## src/rtl/sha256_msg_ctrl.sv

```systemverilog
// Message-level sequencer: accepts one config per message, feeds 512-bit blocks to the
// SHA-256 engine with init/next pulses, then presents the final digest over valid/ready.
//
// state    | meaning
// IDLE     | waiting for a message configuration
// WAIT_BLK | waiting for the next padded block (and an idle engine)
// ISSUE    | one-cycle init/next pulse to the engine
// BUSY     | engine compressing, waiting for eng_done
// OUT      | digest held until the deconstructor accepts it
module sha256_msg_ctrl #(
  parameter int INPACKETWIDTH  = 512,
  parameter int OUTPACKETWIDTH = 256,
  parameter int CFGSIZEWIDTH   = 64,
  localparam int BCW           = CFGSIZEWIDTH - 8
) (
  input  logic                      hclk,
  input  logic                      hreset,
  input  logic [CFGSIZEWIDTH-1:0]   cfg_size,
  input  logic [1:0]                cfg_scheme,
  input  logic                      cfg_valid,
  output logic                      cfg_ready,
  input  logic [INPACKETWIDTH-1:0]  in_packet,
  input  logic                      in_packet_last,
  input  logic                      in_packet_valid,
  output logic                      in_packet_ready,
  output logic [INPACKETWIDTH-1:0]  eng_block,
  output logic                      eng_mode,
  output logic                      eng_init,
  output logic                      eng_next,
  input  logic                      eng_ready,
  input  logic                      eng_done,
  input  logic [OUTPACKETWIDTH-1:0] eng_digest,
  output logic [OUTPACKETWIDTH-1:0] out_packet,
  output logic                      out_packet_last,
  output logic                      out_packet_valid,
  input  logic                      out_packet_ready,
  output logic [15:0]               msg_count,
  output logic [BCW-1:0]            block_count,
  output logic                      err_len,
  output logic                      err_cfg,
  input  logic                      err_clear
);

  typedef enum logic [2:0] {
    S_IDLE, S_WAIT_BLK, S_ISSUE, S_BUSY, S_OUT
  } state_t;

  state_t                    state_q, state_d;
  logic [BCW-1:0]            exp_q, exp_d;
  logic                      mode_q, mode_d;
  logic [BCW-1:0]            bc_q, bc_d;
  logic [INPACKETWIDTH-1:0]  blk_q, blk_d;
  logic                      last_q, last_d;
  logic [OUTPACKETWIDTH-1:0] out_q, out_d;
  logic [15:0]               msg_q, msg_d;
  logic                      err_len_q, err_len_d;
  logic                      err_cfg_q, err_cfg_d;
  logic                      len_set, cfg_set;
  logic [BCW:0]              bc_inc;

  // Count after this block is issued, one bit wider so it never wraps against exp_q.
  assign bc_inc = {1'b0, bc_q} + {{BCW{1'b0}}, 1'b1};

  always_comb begin
    state_d = state_q;
    exp_d   = exp_q;
    mode_d  = mode_q;
    bc_d    = bc_q;
    blk_d   = blk_q;
    last_d  = last_q;
    out_d   = out_q;
    msg_d   = msg_q;
    len_set = 1'b0;
    cfg_set = 1'b0;
    case (state_q)
      S_IDLE: begin
        if (cfg_valid) begin
          if (cfg_scheme[1]) begin
            cfg_set = 1'b1;
          end else begin
            // Blocks = ceil((len + 1 + 64) / 512) after padding.
            exp_d   = BCW'(({1'b0, cfg_size} + (CFGSIZEWIDTH+1)'(576)) >> 9);
            mode_d  = ~cfg_scheme[0];
            bc_d    = '0;
            state_d = S_WAIT_BLK;
          end
        end
      end
      S_WAIT_BLK: begin
        if (in_packet_valid && eng_ready) begin
          blk_d   = in_packet;
          last_d  = in_packet_last;
          len_set = in_packet_last ? (bc_inc != {1'b0, exp_q})
                                   : (bc_inc >= {1'b0, exp_q});
          state_d = S_ISSUE;
        end
      end
      S_ISSUE: begin
        bc_d    = bc_inc[BCW-1:0];
        state_d = S_BUSY;
      end
      S_BUSY: begin
        if (eng_done) begin
          if (last_q) begin
            out_d   = eng_digest;
            state_d = S_OUT;
          end else begin
            state_d = S_WAIT_BLK;
          end
        end
      end
      S_OUT: begin
        if (out_packet_ready) begin
          msg_d   = msg_q + 16'd1;
          state_d = S_IDLE;
        end
      end
      default: state_d = S_IDLE;
    endcase
    err_len_d = len_set | (err_len_q & ~err_clear);
    err_cfg_d = cfg_set | (err_cfg_q & ~err_clear);
  end

  always_ff @(posedge hclk) begin
    if (hreset) begin
      state_q   <= S_IDLE;
      exp_q     <= '0;
      mode_q    <= 1'b0;
      bc_q      <= '0;
      blk_q     <= '0;
      last_q    <= 1'b0;
      out_q     <= '0;
      msg_q     <= '0;
      err_len_q <= 1'b0;
      err_cfg_q <= 1'b0;
    end else begin
      state_q   <= state_d;
      exp_q     <= exp_d;
      mode_q    <= mode_d;
      bc_q      <= bc_d;
      blk_q     <= blk_d;
      last_q    <= last_d;
      out_q     <= out_d;
      msg_q     <= msg_d;
      err_len_q <= err_len_d;
      err_cfg_q <= err_cfg_d;
    end
  end

  // Ready is masked while reset is held so every output reads 0 during reset.
  assign cfg_ready        = (state_q == S_IDLE) && !hreset;
  assign in_packet_ready  = (state_q == S_WAIT_BLK) && eng_ready;
  assign eng_init         = (state_q == S_ISSUE) && (bc_q == '0);
  assign eng_next         = (state_q == S_ISSUE) && (bc_q != '0);
  assign eng_block        = blk_q;
  assign eng_mode         = mode_q;
  assign out_packet       = out_q;
  assign out_packet_valid = (state_q == S_OUT);
  assign out_packet_last  = (state_q == S_OUT);
  assign msg_count        = msg_q;
  assign block_count      = bc_q;
  assign err_len          = err_len_q;
  assign err_cfg          = err_cfg_q;

endmodule

```

## config.mk

```make
export PLATFORM = sky130hd
export DESIGN_NAME = sha256_msg_ctrl
export DESIGN_NICKNAME = d
export VERILOG_FILES = /design/src/rtl/sha256_msg_ctrl.sv
export SDC_FILE = /design/constraint.sdc
export NUM_CORES = 2
export LEC_CHECK = 0
export CORE_AREA = 2 2 660 662
export CTS_CLUSTER_DIAMETER = 60
export DETAILED_ROUTE_END_ITERATION = 10
export DIE_AREA = 0 0 662 664
export HOLD_SLACK_MARGIN = 0.02
export PLACE_DENSITY = 0.3
export SYNTH_ARGS = -nofsm -noshare
export SYNTH_HDL_FRONTEND = slang
export SYNTH_SLANG_ARGS = --single-unit
```

## constraint.sdc

```tcl
create_clock -name hclk -period 5.4 [get_ports hclk]
set_input_delay 1.08 -clock hclk [delete_from_list [all_inputs] [get_ports hclk]]
set_output_delay 1.08 -clock hclk [all_outputs]
set_load 0.01 [all_outputs]
```

==> flow_summary.yaml <==
cells_and_area:
  post-route-util_pct: 15.2
  drive_gt1_share_pct: 7.33
  finish.net_count: 7039
  multi_input_area_sq_um: 15300
  fillers: 49200
  seq_area_sq_um: 18100
  area_growth_pct: 88.0
synthesis:
  ys_async_sr_fraction_pct: 0
  syn_inst: 4489
  synth.avg_cell_area_sq_um: 7.77
  synth_top_area_share_pct: 51.8
  ys_types: 64
  synth-edff-count: 0
  ys_ff_latch: 903
  synth_area_leaders: "dfxtp_1 52%, nand2_1 17%, a21oi_1 12%"
  syn_nets: 5391
  yosys_most_used_dff: "dfxtp_1"
  yosysTopAreaCell: "dfxtp_1"
  ys_seq_area_share_pct: 51.8
  netlist_area_sq_um: 34900
  synth_warnings: 0
die:
  ioPinCount: 1692
  die_h_um: 664
  core_sq_um: 433000
  rows: 242
  die_w_um: 662
  start_util_pct: 8.06
  dieArea_sq_um: 440000
worst_setup_path:
  arrival_ns: 3.52
  critPathCaptureType: "output port"
  r2r_cells: 14
  crit_required_ns: 4.32
  crit_path_start: "block_count[1]$_SDFFE_PP0P_"
  r2r_start: "block_count[4]$_SDFFE_PP0P_"
  regToRegSetupSlack_ns: 0.88
  timing.rr.end: "err_len$_SDFF_PP0_"
  worst-path-max-fanout: 6
  critPathKind: "register to output port"
  startpoint_type: "register"
  crit_end: "eng_init"
hold_path:
  hold_class: "register to register"
  hold_depth: 2
  min-delay-start: "out_packet[184]$_SDFFE_PP0P_"
power:
  p_leak_nw: 21.1
  powerDensity_nw_per_um2: 322
  ir_worst_vdd_mv: 0.226
clock_tree:
  cts_hold_buf: 0
  h-tree-depth: 4
  cts-resized-gates: 0
  clockRootBuffer: "clkbuf_16"
  post_cts_buffers: 0
  clk_latency_ns: 0.88
  clk_pin_slew_ns: 0.06
  cts_tree: "done"
  clkSinkCount: 903
  cts.path.max_buffers: 4
  numCtsBuffers: 197
grt:
  grt_max_degree: 129
  antenna_found_initial: 320
  grt_usage_pct: 16.0
  grt_pass1_wl_um: 454000
  grt_pass1_vias: 39100
  overflow: 0
timing:
  finalSetupViolCount: 0
  rsz0062_at_grt: "false"
  period_share_pct: 85.2
  tightest_slew_ns: 1.09
  maxSlewViolCount: 0
  slew_headroom_pct: 27.2
  max_freq_ghz: 0.217
  fin_worst_skew_ns: 0.0807
  setup_tns_ns: 0
  hold_violations: 0
  timing.final.crit_period_ns: 4.60
run:
  cap_violations: 0
route:
  drc: 0
  drt-pass1-iter-count: 5
  drtAntennaViolNets: 0
  wirelength_um: 364000
  vias_per_cell: 3.33
  drtIter0Drc: 2443
  wl_per_cell_um: 30.0
  vias: 40400
place:
  finalWeightedCongestion: 0.985
  port_buffers: 1685
  dp_hpwl_um: 306000
status:
  outcome: "complete, no violations"
==> power breakdown <==
| group | leakage [nW] | internal, mW | switching, mW |
|---|---|---|---|
| Combinational | 10.6 | 0.843 | 0.873 |
| Clock | 3.18 | 7.84 | 4.71 |
| Sequential | 7.30 | 6.80 | 0.0770 |
| Total | 21.1 | 15.5 | 5.66 |
==> metrics by stage <==
step	worst slack [ns]	hold WS (ns)	instances	power, mW	area, sq um
floorplan	1.56	0.432	4489	7.44	34900
global placement	0.723	0.442	11700	8.76	58700
detailed placement	0.852	0.447	11700	8.75	58700
CTS	0.700	0.454	12000	21.7	65400
global route	0.507	0.467	12100	22.0	65500
finish	0.801	0.451	12100	21.1	65600
==> sequential cells by signal (all words and copies together), names as in the netlist <==
name and flops:
exp_q 56, err_cfg 1, eng_block 512, err_len 1
state_q 3, msg_count 16, out_packet 256, last_q 1
block_count 56, eng_mode 1
==> cell usage after synthesis, types with 8 or more instances <==
master	number
nand2_1	1625
dfxtp_1	903
a21oi_1	855
clkbuf_1	298
nor2_1	104
o21ai_0	84
inv_1	77
nand3_1	60
ha_1	59
xnor2_1	59
xor2_1	52
nand4_1	46
nor3_1	27
a211oi_1	22
and3_1	21
nor4_1	21
a31oi_1	19
or3_1	18
buf_2	15
a21o_1	12
buf_1	11
o31ai_1	10
and2_1	8
==> critical path, cell delays in order (launching register included) <==
cell             delay, ns
dfxtp_1               0.36
inv_1                 0.10
ha_1                  0.32
nor4b_1               0.27
nand4_1               0.27
nor4_1                0.48
and2_1                0.21
clkdlybuf4s50_1       0.62
==> placed cells by master, fill, tap and decap left out, drive strengths merged, types with 49 or more instances in the layout <==
master	instances
clkinv	49
nor2	106
nand2	1625
a21oi	855
xnor2	59
o21ai	85
clkdlybuf4s50	1684
nand3	61
buf	91
diode	88
inv	96
xor2	52
ha	59
dfxtp	903
clkbuf	245
nand4	52
==> worst min-delay path by stage <==
stage | end | slack, ns
after floorplan | exp_q[55]$_SDFFE_PP0P_ | 0.43
after global placement | eng_block[217]$_SDFFE_PP0P_ | 0.44
after detailed placement | eng_block[175]$_SDFFE_PP0P_ | 0.45
after CTS | out_packet[184]$_SDFFE_PP0P_ | 0.45
after global routing | eng_block[99]$_SDFFE_PP0P_ | 0.47
final | out_packet[184]$_SDFFE_PP0P_ | 0.45
==> layout make-up <==
cell class / count / area share [%]
Inverter: 77 / 0.441
Clock buffer: 245 / 8.17
Antenna cell: 88 / 0.336
Timing Repair Buffer: 1775 / 27.3
Tap cell: 5734 / 10.9
Sequential cell: 903 / 27.6
Clock inverter: 116 / 1.96
Multi-Input combinational cell: 3183 / 23.3
==> routing by layer <==
layer	up-vias	routed length, um	share of wire (%)	GRT usage (%)
met5	-	250	0.069	0
met1	19400	144000	39	18.4
met3	786	29900	8.2	5.25
li1	18300	-	-	-
met4	38	13300	3.6	5.18
met2	1887	177000	49	27.6
==> cell families after synthesis <==
| group | count (synthesis) | synth area share, % |
|---|---|---|
| compound gates | 1029 | 15.4 |
| xor+xnor | 111 | 2.79 |
| fa+ha+maj | 59 | 2.12 |
| buf+inv | 403 | 4.40 |
| flops | 903 | 51.8 |
| mux | 2 | 0.0574 |
| simple gates | 1982 | 23.4 |
(Power assumes the default switching activity.)
